<file path="src/rtl/rastreador_posicao_pkg.sv">
// Shared types and default grid constants for the maze position tracker.
package rastreio_pkg;

  typedef enum logic [1:0] {
    N = 2'd0,
    E = 2'd1,
    S = 2'd2,
    W = 2'd3
  } dir_t;

  localparam logic [2:0] ORI_INVALIDA_MIN = 3'd4;

  localparam int unsigned LARG_PADRAO      = 10;
  localparam int unsigned ALT_PADRAO       = 10;
  localparam int unsigned X0_PADRAO        = 0;
  localparam int unsigned Y0_PADRAO        = 0;
  localparam int unsigned XS_PADRAO        = 9;
  localparam int unsigned YS_PADRAO        = 9;
  localparam int unsigned PROF_HIST_PADRAO = 16;
  localparam int unsigned W_PASSOS_PADRAO  = 16;

endpackage

</file>
<file path="src/rtl/fifo_historico.sv">
// Step-direction history FIFO; a push into a full FIFO drops the oldest entry.
module fifo_historico #(
  parameter int unsigned PROF = 16
) (
  input  logic       clock,
  input  logic       reset,
  input  logic       push,
  input  logic [1:0] din,
  input  logic       pop,
  output logic [1:0] dado,
  output logic       vld,
  output logic       vazio,
  output logic       ovf
);

  localparam int unsigned AW = (PROF > 1) ? $clog2(PROF) : 1;
  localparam logic [AW:0] CNT_MAX = (AW+1)'(PROF);

  logic [1:0]    mem [PROF];
  logic [AW-1:0] rd_ptr;
  logic [AW-1:0] wr_ptr;
  logic [AW:0]   cnt;
  logic          cheio;
  logic          pop_ok;
  logic          descarta;

  assign vazio    = (cnt == '0);
  assign cheio    = (cnt == CNT_MAX);
  assign pop_ok   = pop & ~vazio;
  // Only a push that is not paired with a real pop can overflow.
  assign descarta = push & ~pop_ok & cheio;

  // NOTE: the storage array has no reset; only pointers and count define its contents.
  always_ff @(posedge clock) begin
    if (push) mem[wr_ptr] <= din;
  end

  always_ff @(posedge clock or posedge reset) begin
    if (reset) begin
      rd_ptr <= '0;
      wr_ptr <= '0;
      cnt    <= '0;
      dado   <= '0;
      vld    <= 1'b0;
      ovf    <= 1'b0;
    end else begin
      vld <= pop_ok;
      if (pop_ok) dado <= mem[rd_ptr];
      if (push) wr_ptr <= wr_ptr + AW'(1);
      if (pop_ok || descarta) rd_ptr <= rd_ptr + AW'(1);
      if (push && !pop_ok && !cheio)      cnt <= cnt + (AW+1)'(1);
      else if (pop_ok && !push)           cnt <= cnt - (AW+1)'(1);
      if (descarta) ovf <= 1'b1;
    end
  end

endmodule

</file>
<file path="src/rtl/rastreador_posicao.sv">
// Tracks the robot's grid cell from step requests, counts steps, flags exit arrival and logs history.
module rastreador_posicao
  import rastreio_pkg::*;
#(
  parameter int unsigned LARG      = LARG_PADRAO,
  parameter int unsigned ALT       = ALT_PADRAO,
  parameter int unsigned X0        = X0_PADRAO,
  parameter int unsigned Y0        = Y0_PADRAO,
  parameter int unsigned XS        = XS_PADRAO,
  parameter int unsigned YS        = YS_PADRAO,
  parameter int unsigned PROF_HIST = PROF_HIST_PADRAO,
  parameter int unsigned W_PASSOS  = W_PASSOS_PADRAO,
  localparam int unsigned XW = (LARG > 1) ? $clog2(LARG) : 1,
  localparam int unsigned YW = (ALT > 1) ? $clog2(ALT) : 1
) (
  input  logic                clock,
  input  logic                reset,
  input  logic                avancar,
  input  logic [2:0]          orientacao,
  input  logic                hist_rd,
  output logic [XW-1:0]       pos_x,
  output logic [YW-1:0]       pos_y,
  output logic [W_PASSOS-1:0] passos,
  output logic                chegou,
  output logic                erro_mov,
  output logic [1:0]          hist_dado,
  output logic                hist_vld,
  output logic                hist_vazio,
  output logic                hist_ovf
);

  localparam logic CHEGOU_INI = (X0 == XS) && (Y0 == YS);

  logic          avancar_q;
  logic          ev;
  logic          tentativa;
  logic          ori_invalida;
  logic          fora;
  logic          aceito;
  logic          rejeitado;
  logic [XW-1:0] alvo_x;
  logic [YW-1:0] alvo_y;

  // NOTE: every variable assigned here gets a default first so no latch is inferred.
  always_comb begin
    alvo_x = pos_x;
    alvo_y = pos_y;
    fora   = 1'b0;
    case (dir_t'(orientacao[1:0]))
      N: if (pos_y == YW'(ALT - 1)) fora = 1'b1; else alvo_y = pos_y + YW'(1);
      E: if (pos_x == XW'(LARG - 1)) fora = 1'b1; else alvo_x = pos_x + XW'(1);
      S: if (pos_y == '0) fora = 1'b1; else alvo_y = pos_y - YW'(1);
      W: if (pos_x == '0) fora = 1'b1; else alvo_x = pos_x - XW'(1);
    endcase
  end

  assign ev           = avancar & ~avancar_q;
  assign tentativa    = ev & ~chegou;
  assign ori_invalida = (orientacao >= ORI_INVALIDA_MIN);
  assign aceito       = tentativa & ~ori_invalida & ~fora;
  assign rejeitado    = tentativa & (ori_invalida | fora);

  // NOTE: sequential state uses non-blocking assignments so every flop samples pre-edge values.
  always_ff @(posedge clock or posedge reset) begin
    if (reset) begin
      avancar_q <= 1'b0;
      pos_x     <= XW'(X0);
      pos_y     <= YW'(Y0);
      passos    <= '0;
      chegou    <= CHEGOU_INI;
      erro_mov  <= 1'b0;
    end else begin
      avancar_q <= avancar;
      erro_mov  <= rejeitado;
      if (aceito) begin
        pos_x  <= alvo_x;
        pos_y  <= alvo_y;
        chegou <= (alvo_x == XW'(XS)) && (alvo_y == YW'(YS));
        if (passos != '1) passos <= passos + W_PASSOS'(1);
      end
    end
  end

  fifo_historico #(
    .PROF (PROF_HIST)
  ) u_hist (
    .clock (clock),
    .reset (reset),
    .push  (aceito),
    .din   (orientacao[1:0]),
    .pop   (hist_rd),
    .dado  (hist_dado),
    .vld   (hist_vld),
    .vazio (hist_vazio),
    .ovf   (hist_ovf)
  );

endmodule
</file>
<file path="config.mk">
export PLATFORM = sky130hd
export DESIGN_NAME = rastreador_posicao
export DESIGN_NICKNAME = d
export VERILOG_FILES = /design/src/rtl/rastreador_posicao_pkg.sv /design/src/rtl/fifo_historico.sv /design/src/rtl/rastreador_posicao.sv
export SDC_FILE = /design/constraint.sdc
export NUM_CORES = 1
export LEC_CHECK = 0
export ABC_CLOCK_PERIOD_IN_PS = 3100
export BUFFER_PORTS_ARGS = -buffer_cell sky130_fd_sc_hd__buf_2
export CELL_PAD_IN_SITES_DETAIL_PLACEMENT = 1
export CELL_PAD_IN_SITES_GLOBAL_PLACEMENT = 2
export CORE_MARGIN = 10
export CORE_UTILIZATION = 36
export CTS_CLUSTER_SIZE = 16
export DETAILED_ROUTE_END_ITERATION = 8
export PLACE_DENSITY_LB_ADDON = 0.2
export SLEW_MARGIN = 10
export SYNTH_ARGS = -nofsm -noshare
export SYNTH_HDL_FRONTEND = slang
export SYNTH_SLANG_ARGS = --single-unit
</file>
<file path="constraint.sdc">
create_clock -name clock -period 3.1 [get_ports clock]
set_clock_uncertainty 0.05 [all_clocks]
set_input_delay 0.155 -clock clock [delete_from_list [all_inputs] [get_ports clock]]
set_output_delay 0.155 -clock clock [all_outputs]
set_load 0.005 [all_outputs]
</file>
### Word level (Yosys, flattened, before mapping)

Memory sizes are Yosys's and may differ from the RTL's. A register that Yosys moved wholly into a read port is not among the register bits.
Cells that the tools add are included.

* add/sub/neg operators: 9
* mux-type cells: 15
* equality and inequality tests: 9
* order comparisons: 1
* bitwise gates (word level): 15
* reduce and logical (&&, ||, !) cells: 14

Operators by type and width (count)
* $add 16x1->16 const B: 1
* $add 4x1->4 const B: 4
* $eq 4x4->1 const B: 4
* $mux 4: 4
* $ne 16x16->1 const B: 1
* $pmux 4 s2: 2
* $mux 5: 2
* $and 1x1->1: 8
* $logic_not 4->1: 2
* $sub 4x1->4 const B: 2
* $mux 1: 6
* $not 1->1: 6
* $add 5x1->5 const B: 1
* $eq 5x5->1 const B: 1
* $logic_not 5->1: 1
* $sub 5x1->5 const B: 1
* $eq 2x2->1 const B: 2
* $logic_and 1x1->1: 4
* $pmux 1 s4: 1
* $ge 3x3->1 const B: 1
* $logic_not 1->1: 3
* $eq 2x1->1 const B: 1
* $logic_not 2->1: 1
* $reduce_and 2->1: 1
* 3 further kinds: 3

* memories: 1
* input port bits: 7
* memory bits (writable): 32
* output and inout port bits: 31
* bits in registers: 42
* word-level logic and storage cells: 75

Memory list
* u_hist.mem: depth 16, width 2, rd ports 1, clocked after Yosys merged registers in 1, wr ports 1, RTL line fifo_historico.sv:19 `logic [1:0] mem [PROF];`

### Depth between registers and ports, before layout

Gate-level depths: netlist (run 1).

* word-level depth: 9
* depth in mapped cells: 16
* gate-level depth less buffers: 13

### Cells and area by module

Synthesis (run 1) repeated with hierarchy kept, for this count alone.

* cells, all modules: 337
* area total of the unflattened synthesis: 3955.0 sq um

By module, submodules not included
* fifo_historico: area an instance 2229.6 sq um, times used 1, cells each 152, sequential area each 1386.3 sq um
* rastreador_posicao: area an instance 1725.4 sq um, times used 1, cells each 185, sequential area each 675.6 sq um

### Worst setup path after synthesis (run 1)

No wires, ideal clock.

* kind: reg-to-reg
* start point: register pos_x[0]
* end point: register u_hist.cnt[4]
* clock period less this slack: 3.271 ns
* arrival: 3.141 ns
* required time: 2.970 ns
* library setup time: 0.080 ns
* path buffers: 2
* cell stages (with the launch flop): 16
* setup slack: -0.171 ns
* cells stage by stage: dfrtp_1 inv_1 ha_1 or3b_4 o22a_1 a22o_1 buf_6 buf_6 nand3_1 inv_1 fa_1 nor2b_1 o21ai_0 a221o_1 mux2i_1 xor2_1

* longest elaborated chain between the ends: 8
* elaborated cells between the ends (all ways): 13
* those cells by class: eq/ne (1); mux (4); bitwise (2); reduce/logical (6)

Ends and longest elaborated chain
* start: declaration: RTL line rastreador_posicao.sv:21 `output logic [XW-1:0] pos_x,`
* start signal: assignment: RTL line rastreador_posicao.sv:67 `pos_x <= XW'(X0);`
* start signal: assignment: RTL line rastreador_posicao.sv:76 `pos_x <= alvo_x;`
* $eq 4x4->1 / $logic_not 4->1 (equally long branches): RTL line rastreador_posicao.sv:51, rastreador_posicao.sv:53
* $mux 1 (on tied branches): RTL line rastreador_posicao.sv:51, rastreador_posicao.sv:53
* $pmux 1 s4 *: RTL line rastreador_posicao.sv:49 `case (dir_t'(orientacao[1:0]))`
* $not 1->1 *: RTL line rastreador_posicao.sv:60 `assign aceito = tentativa & ~ori_invalida & ~fora;`
* $and 1x1->1 *: RTL line rastreador_posicao.sv:60
* $logic_and 1x1->1 / $logic_not 1->1 (equally long branches): RTL line fifo_historico.sv:51, fifo_historico.sv:52
* $logic_and 1x1->1 (on tied branches): RTL line fifo_historico.sv:51, fifo_historico.sv:52
* $mux 5 / $reduce_bool 2->1 (equally long branches)
* end signal: assignment: RTL line fifo_historico.sv:51 `if (push && !pop_ok && !cheio) cnt <= cnt + (AW+1)'(1);`
* end signal: assignment: RTL line fifo_historico.sv:52 `else if (pop_ok && !push) cnt <= cnt - (AW+1)'(1);`
* end: declaration: RTL line fifo_historico.sv:22 `logic [AW:0] cnt;`

Every way passes the cells marked *; elsewhere a longest branch is shown, timed or not.
A chain may end at the register's enable or synchronous reset.

### Worst setup path in the final report (run 1)

* start point: register pos_x[1]
* end point: register u_hist.cnt[4]

Same word-level chain as after synthesis.

==> results of run 1 <==
sequential cells by signal (all words and copies together) (netlist names):
name	cells
u_hist.vld	1
chegou	1
pos_x	4
u_hist.wr_ptr	4
u_hist.cnt	5
erro_mov	1
u_hist.ovf	1
pos_y	4
avancar_q	1
passos	16
u_hist.mem	32
u_hist.rd_ptr	4
u_hist.dado	2
timing repair:
action / CTS / global route
hold endpoints to repair: 24 / 0
resized for setup: 0 / 6
endpoints found under the setup margin: 0 / 1
buffers inserted: 0 / 7
hold buffers: 2 / 0
cells by family (layout without fill, tap and decap cells):
kind of cell	after synthesis	count (layout)	share of synthesized area [%]
multiplexers	21	21	8.60
XOR/XNOR	23	23	4.96
AO/OA/AOI/OAI	47	47	9.06
flip-flops	76	76	50.8
buffers and inverters	35	97	3.98
AND/OR/NAND/NOR	119	119	16.6
adder cells (fa/ha/maj)	19	19	6.04
synthesized netlist by cell type (4+ instances only):
cell type	number	area share, %
clkbuf_1	8	0.74
mux2_2	6	1.7
dfrtp_1	44	27
nor3_1	13	1.6
o21ai_0	9	1.1
nor4_1	8	1.2
nand4_1	4	0.62
edfxtp_1	32	24
nor2_1	16	1.5
nand2b_1	5	0.77
ha_1	18	5.5
xor2_1	14	3.0
a21oi_1	5	0.62
mux4_2	10	5.5
nand2_1	24	2.2
nand3_1	14	1.7
o211ai_1	4	0.74
and4_1	4	0.86
and2_1	11	1.7
o22ai_1	4	0.62
xnor2_1	9	1.9
inv_1	19	1.8
critical path, stage by stage, from the launching register on:
cell and delay (ps):
dfrtp_2 410, inv_2 80, ha_2 170, or3b_4 380
o22a_1 240, a22o_4 260, nand3_4 70, inv_2 50
fa_2 370, nor2b_2 140, o21ai_2 70, a221o_1 290
mux2i_1 170, xor2_1 160
cell type report:
class                   count  area (sq um)  share of cell area, %
well taps                 140           175                   3.59
clock inverters             6          87.6                   1.79
multi-input cells         229          1870                   38.3
clock buffers              10           239                   4.89
flip-flops and latches     76          2060                   42.3
repair buffers             61           370                   7.59
inverters                  20          75.1                   1.54
path summary, 6_finish.rpt:
check / startpoint / end / slack, ps
worst max-delay path: pos_x[1]$_DFFE_PP0P_ / u_hist.cnt[4]$_DFFE_PP0P_ / 140
min in group asynchronous: reset / passos[5]$_DFFE_PP0P_ / 360
worst max register to register: pos_x[1]$_DFFE_PP0P_ / u_hist.cnt[4]$_DFFE_PP0P_ / 140
worst min register to register: u_hist.dado[1]$_DFFE_PP0P_ / u_hist.dado[1]$_DFFE_PP0P_ / 420
worst min-delay path: orientacao[2] / erro_mov$_DFF_PP0_ / 110
max in group asynchronous: reset / pos_x[1]$_DFFE_PP0P_ / 1920
per-stage QoR:
step	power (uW)	worst slack, ps	util (%)
after detailed placement	2940	28.4	40.8
after global routing	4420	-19.4	44.6
after global placement	2910	137	40.8
after floorplan	2460	2.29	-
after CTS	4110	7.45	44.0
final	4110	139	44.6
routing by layer:
layer / wire length, um / share of wire, %
met2: 4690 / 49
met4: 53 / 0.55
met5: 0 / 0
met3: 311 / 3.2
met1: 4590 / 48
where the power goes:
group	internal (uW)	switching, uW	leakage [uW]	total [uW]
clock	725	412	0.000152	1140
combinational	723	718	0.00108	1440
sequential	1250	280	0.000835	1530
total	2700	1410	0.00206	4110
==> results.txt, run 1 <==
----------------------------------------------------
[Outcome]
  Status ... finished, final reports clean

[Floorplan]
  Area of the core ... ~11000 sq um
  Die extent in y ... 126 um
  I/O pin count ... 38
  Starting Density ... 37.1%
  Horizontal die dimension ... between 100 and 150 um
  Floorplan die area ... 15900 sq um
  Number of placement rows ... 38

[Global routing]
  Routing usage on met2 ... 19.8%
  Met3 usage ... 3.73%
  Wire length of the first global-routing pass ... 16100 um
  Vias in the first global route ... 2992
  Largest net degree at the start of global routing ... 25
  Fraction of met1 tracks used by global routing ... 16.1%
  Most congested layer reported by global routing ... met2
  Overall global routing resource usage ... around 12%
  Total global routing overflow ... 0
  Number of antenna violations at the first check in global routing ... 0

[STA]
  Peak clock frequency supported by timing ... 338 MHz
  Remaining max-slew budget at the tightest pin ... 53.5%
  Worst Max-Slew Pin Slew ... about 690 ps
  Hold Worst Slack ... about 110 ps
  Total count of max-transition violations in the final report ... 0
  Final Critical Period ... 2960 ps
  Final Hold Viols ... 0
  Setup TNS ... 0 ps
  Number of setup violations in the final report ... 0
  Crit share post-route ... 95.5%

[Worst setup path]
  Worst Reg2Reg Path Length in Cells ... 13
  Required arrival time at the worst endpoint ... roughly 3300 ps
  Startpoint-to-endpoint class of the critical path ... reg2reg
  Maximum fanout along the worst path ... 4
  Element type at the critical path end ... register
  Endpoint arrival time on the critical path ... 3170 ps
  CP Launch Type ... register

[Clock tree]
  Max H-tree Level ... 3
  TritonCTS clock tree ... done
  Clock-pin transition on the worst setup and hold timing paths ... 60 ps
  Clock Tree Buf Depth ... 2
  Total clock sinks ... 76
  Root buffer selected by CTS ... clkbuf_16
  Clock buffers created by TritonCTS ... 9
  Insertion delay of the later-clocked pin in the worst-skew pair ... roughly 330 ps

[Cells and area]
  Commonest cells after routing, fill and taps aside ... 42 x dfrtp_1, 37 x buf_2, 32 x edfxtp_1
  Summed area of non-filler cells in the final layout ... between 4000 and 5000 sq um
  Number of standard cells in the final layout excluding fillers ... 542
  Fraction of layout cells with a size suffix above 1 ... 29.1%
  Total inserted antenna cells ... 0
  Fin nets ... 423
  Area growth from synthesis to final layout ... 20.3%
  Count of filler cells inserted in the layout ... 1203
  Most common library cell in the layout ignoring fill and taps ... dfrtp_1

[Detailed routing]
  Post-DR vias/cell ... 5.23
  Wirelength per Cell ... 17.8 um
  Initial DRC Count ... 101
  Routed wire length ... 9640 um
  Count of nets left with antenna violations after detail routing ... 0
  DRC violation count after routing ... 0
  1st-pass router iterations ... 4
  Via count ... 2837

[Synth]
  Mapped Cells ... 340
  Share of flip-flops with an asynchronous set or reset ... a little under 60%
  Main synth FF type ... dfrtp_1
  Number of flops mapped to enable cells by yosys ... 32
  Post-synthesis cell type count ... 67
  Post-Synthesis Net Count ... roughly 370
  Avg Inst Size Synth ... between 10 and 15 sq um
  Synthesized area ... 4060 sq um
  Warning count from the yosys run ... 0
  Seq/Total Area, Yosys ... between 50% and 60%
  Seq cells post-synth ... 76

[Job]
  # Max-Cap Violations ... 0

[Place]
  Post-DP HPWL ... 7010 um
  Port bufs ... 37
  Placer congestion estimate ... 0.789
  Cell area after placement ... around 4500 sq um
  Placed Cells ... 517

[Hold path]
  Type of the most critical hold path ... in2reg
  Hold Path Cell Cnt ... 3

[Power and ir drop]
  Power per cell area ... 841 nW/um^2
  Peak supply drop ... approximately 0.40 mV
  Leakage power of the design ... 0.00206 uW

----------------------------------------------------
Power figures use the tool's default switching activity.
==> inputs of run 2 (changes only) <==
--- a/config.mk
+++ b/config.mk
@@ -7,6 +7,7 @@
 export LEC_CHECK = 0
 export ABC_CLOCK_PERIOD_IN_PS = 3100
 export BUFFER_PORTS_ARGS = -buffer_cell sky130_fd_sc_hd__buf_2
+export CAP_MARGIN = 5
 export CELL_PAD_IN_SITES_DETAIL_PLACEMENT = 1
 export CELL_PAD_IN_SITES_GLOBAL_PLACEMENT = 2
 export CORE_MARGIN = 10
@@ -17,4 +18,5 @@
 export SLEW_MARGIN = 10
 export SYNTH_ARGS = -nofsm -noshare
 export SYNTH_HDL_FRONTEND = slang
+export SYNTH_HIERARCHICAL = 1
 export SYNTH_SLANG_ARGS = --single-unit
==> run 2 against run 1 <==
  * Register-to-register slack better by 100 ps
  * Sequential share of layout area is 2.4 points higher
  * Routed wire length is 1.1% lower
  * Global-route usage is 0.056 points higher
  * Worst hold slack better by 62 ps
  * Critical path type unchanged
  * Critical endpoint is now u_hist/cnt[4]$_DFFE_PP0P_
==> results.txt, run 2 <==
----------------------------------------------------
[Synth]
  Number of flops mapped to enable cells by yosys ... 32 (unchanged)
  Seq cells post-synth ... 76 (unchanged)
  Post-synthesis cell type count ... 64 (-4.5%)
  Portion of synthesized cell area occupied by the leading cell type ... 27.8% (+0.71 points)
  Top-count cell post-synth ... dfrtp_1
  Ranking of synthesized cells by area ... dfrtp_1 28%, edfxtp_1 24%, ha_1 4.7%
  Post-Synthesis Net Count ... 360 (-1.6%)
  Seq/Total Area, Yosys ... 52.1% (+1.3 points)
  Top post-synthesis cells by count ... 44 x dfrtp_1, 32 x edfxtp_1, 26 x nand2_1
  Warning count from the yosys run ... 6 (+6)
  Synthesized area ... 3960 sq um (-2.6%)
  Leading area contributor after synthesis ... dfrtp_1
  Main synth FF type ... dfrtp_1
  Avg Inst Size Synth ... 11.7 sq um (-1.7%)
  Mapped Cells ... 337 (-0.88%)
  Share of flip-flops with an asynchronous set or reset ... 57.9% (unchanged)

[Clock tree]
  TritonCTS clock tree ... done
  Clock-pin transition on the worst setup and hold timing paths ... 80 ps (+20 ps)
  Total clock sinks ... 76 (unchanged)
  Clock buffers created by TritonCTS ... 9 (unchanged)
  Clock Tree Buf Depth ... 2 (unchanged)
  Max H-tree Level ... 3 (unchanged)
  Root buffer selected by CTS ... clkbuf_8
  Insertion delay of the later-clocked pin in the worst-skew pair ... 350 ps (+20 ps)
  Post-CTS setup repair buffer count ... 0 (unchanged)

[Global routing]
  Number of antenna violations at the first check in global routing ... 0 (unchanged)
  Wire length of the first global-routing pass ... 15900 um (-0.99%)
  Vias in the first global route ... 3003 (+0.37%)
  Total global routing overflow ... 0 (unchanged)
  Overall global routing resource usage ... 12.4% (+0.056 points)
  Largest net degree at the start of global routing ... 38 (+52%)

[Outcome]
  Status ... finished, final reports clean

[Floorplan]
  Number of placement rows ... 38 (unchanged)
  Starting Density ... 36.6% (-0.47 points)
  Floorplan die area ... 15600 sq um (-2.2%)
  Die extent in y ... 125 um (-1.1%)
  Area of the core ... 10800 sq um (-1.3%)
  Horizontal die dimension ... 125 um (-1.1%)
  I/O pin count ... 38 (unchanged)

[Power and ir drop]
  Peak supply drop ... 0.309 mV (-23%)
  Leakage power of the design ... 0.00194 uW (-5.9%)
  Overall Power ... 3530 uW (-14%)
  Power per cell area ... 765 nW/um^2 (-9.0%)

[Cells and area]
  Number of flip-flops in the largest register ... 32 (unchanged)
  Area growth from synthesis to final layout ... 16.6%
  Fin nets ... 411 (-2.8%)
  Most common library cell in the layout ignoring fill and taps ... dfrtp_1
  Total inserted antenna cells ... 0 (unchanged)
  Largest register by flop count ... u_hist/mem
  Fraction of layout cells with a size suffix above 1 ... 24.4% (-4.7 points)
  Top flop regs ... u_hist/mem x32, passos x16, u_hist/cnt x5
  Commonest cells after routing, fill and taps aside ... 44 x dfrtp_1, 37 x buf_2, 32 x edfxtp_1

[STA]
  Remaining max-slew budget at the tightest pin ... 44.3% (-9.2 points)
  Worst Max-Slew Pin Slew ... 825 ps (+130 ps)
  Hold Worst Slack ... 170 ps (+62.2 ps)
  Total count of max-transition violations in the final report ... 0 (unchanged)
  Final Hold Viols ... 0 (unchanged)
  Final Critical Period ... 2860 ps (-101 ps)
  Unrepaired setup endpoints after global routing ... false
  Crit share post-route ... 92.3% (-3.2 points)
  Number of setup violations in the final report ... 0 (unchanged)
  Setup TNS ... 0 ps (unchanged)
  Peak clock frequency supported by timing ... 350 MHz (+3.5%)

[Hold path]
  Worst hold path endpoint ... u_hist/vld$_DFF_PP0_
  Type of the most critical hold path ... in2reg
  Hold Path Cell Cnt ... 3 (unchanged)
  HP Start ... hist_rd

[Place]
  Port bufs ... 37 (unchanged)
  Post-DP HPWL ... 6920 um (-1.3%)
  Placer congestion estimate ... 0.791 (+0.20%)

[Worst setup path]
  CP Launch Type ... register
  Setup slack of the most critical reg-to-reg path ... 240 ps (+100 ps)
  Cell with the biggest individual delay on the critical path ... fa_2
  Cell occurring most often along the worst timing path ... a21oi_2
  Critical R2R Capture ... u_hist/cnt[4]$_DFFE_PP0P_
  Startpoint-to-endpoint class of the critical path ... reg2reg
  Start of the worst register-to-register path ... pos_x[0]$_DFFE_PP0P_
  Worst Reg2Reg Path Length in Cells ... 11 (-2)
  Top Family by Delay on Critical Path ... compound AO/OA/AOI/OAI gates
  Maximum fanout along the worst path ... 5 (+1)
  CP Cell Sequence ... ha_1 > and3b_2 > a21oi_2 > nand3b_4 > clkinv_2 > o211ai_2 > fa_2 > a21o_1 > a21oi_2 > mux2_2 > o221ai_1
  Critical path's largest stage delay ... 430 ps (+20 ps)
  Element type at the critical path end ... register
  Endpoint arrival time on the critical path ... 3070 ps (-100 ps)
  Critical path origin ... pos_x[0]$_DFFE_PP0P_
  Cell depth of the worst setup path ... 11 (-2)
  Sum of buffers and inverters on the critical path ... 1 (-1)
  Required arrival time at the worst endpoint ... 3310 ps (about the same)

[Detailed routing]
  1st-pass router iterations ... 4 (unchanged)
  Routed wire length ... 9540 um (-1.1%)
  Wirelength per Cell ... 17.9 um (+0.55%)
  Count of nets left with antenna violations after detail routing ... 0 (unchanged)
  Post-DR vias/cell ... 5.17 (-1.3%)
  Via count ... 2755 (-2.9%)
  Initial DRC Count ... 137 (+36%)
  DRC violation count after routing ... 0 (unchanged)

[Job]
  # Max-Cap Violations ... 0 (unchanged)

----------------------------------------------------
-- run 2: cell count changes after synthesis, sizes merged, moves of 3 or more --
cell	before	now
a21oi	5	8
and2	11	1
and3	1	11
and4	4	1
ha	18	15
inv	20	16
nor2	16	23
nor3	13	10
nor4	8	1
o21ai	10	13
o221ai	0	3
xnor2	9	21
xor2	14	6
-- run 2: metal layers --
layer	track usage [%]	vias to the layer above	part of all wire (%)
li1	-	1333	-
met1	14.5	1375	44
met2	21.8	37	52
met3	2.89	10	3.0
met4	3.86	0	1.3
met5	0	-	0
-- run 2: worst max-delay path by stage --
stage	end	slack (ps)
2_1_floorplan	u_hist/cnt[4]$_DFFE_PP0P_	0.5
3_3_place_gp	u_hist/cnt[4]$_DFFE_PP0P_	200
3_5_place_dp	u_hist/cnt[4]$_DFFE_PP0P_	80
4_1_cts	u_hist/cnt[4]$_DFFE_PP0P_	40
5_1_grt	u_hist/cnt[4]$_DFFE_PP0P_	10
6_report	u_hist/cnt[4]$_DFFE_PP0P_	240
-- run 2: worst min-delay path, stage by stage --
cell and delay (ps):
buf_2 150, o21ai_1 160, inv_1 70
-- run 2: cells by family after synthesis --
group	after synthesis	synth area share, %
AND/OR/NAND/NOR	118	16.3
flip-flops	76	52.1
AO/OA/AOI/OAI	50	9.21
buffers and inverters	29	3.07
XOR/XNOR	27	5.98
multiplexers	21	8.10
adder cells (fa/ha/maj)	16	5.25
-- run 2: metrics by stage --
stage / instance area (sq um) / cells / worst slack (ps) / util (%)
floorplan: 3960 / 337 / 0.485 / -
global placement: 4360 / 515 / 200 / 40.4
detailed placement: 4360 / 515 / 77.3 / 40.4
CTS: 4600 / 533 / 42.3 / 42.6
global route: 4610 / 533 / 14.5 / 42.7
finish: 4610 / 533 / 240 / 42.7
-- run 2: what timing repair did --
item | CTS | global route
endpoints found under the setup margin | 0 | 1
hold buffers | 2 | 0
endpoints found under the hold margin | 45 | 0
resized for setup | 0 | 3
-- run 2: final cells by class --
cell class	count	area, sq um
Clock buffer	13	180
Clock inverter	3	41.3
Fill cell	1176	6180
Inverter	17	65.1
Multi-Input combinational cell	232	1790
Sequential cell	76	2060
Tap cell	140	175
Timing Repair Buffer	52	303
-- run 2: power by group --
group / switching [uW] / internal [uW]
Sequential: 292 / 1230
Combinational: 569 / 604
Clock: 369 / 465
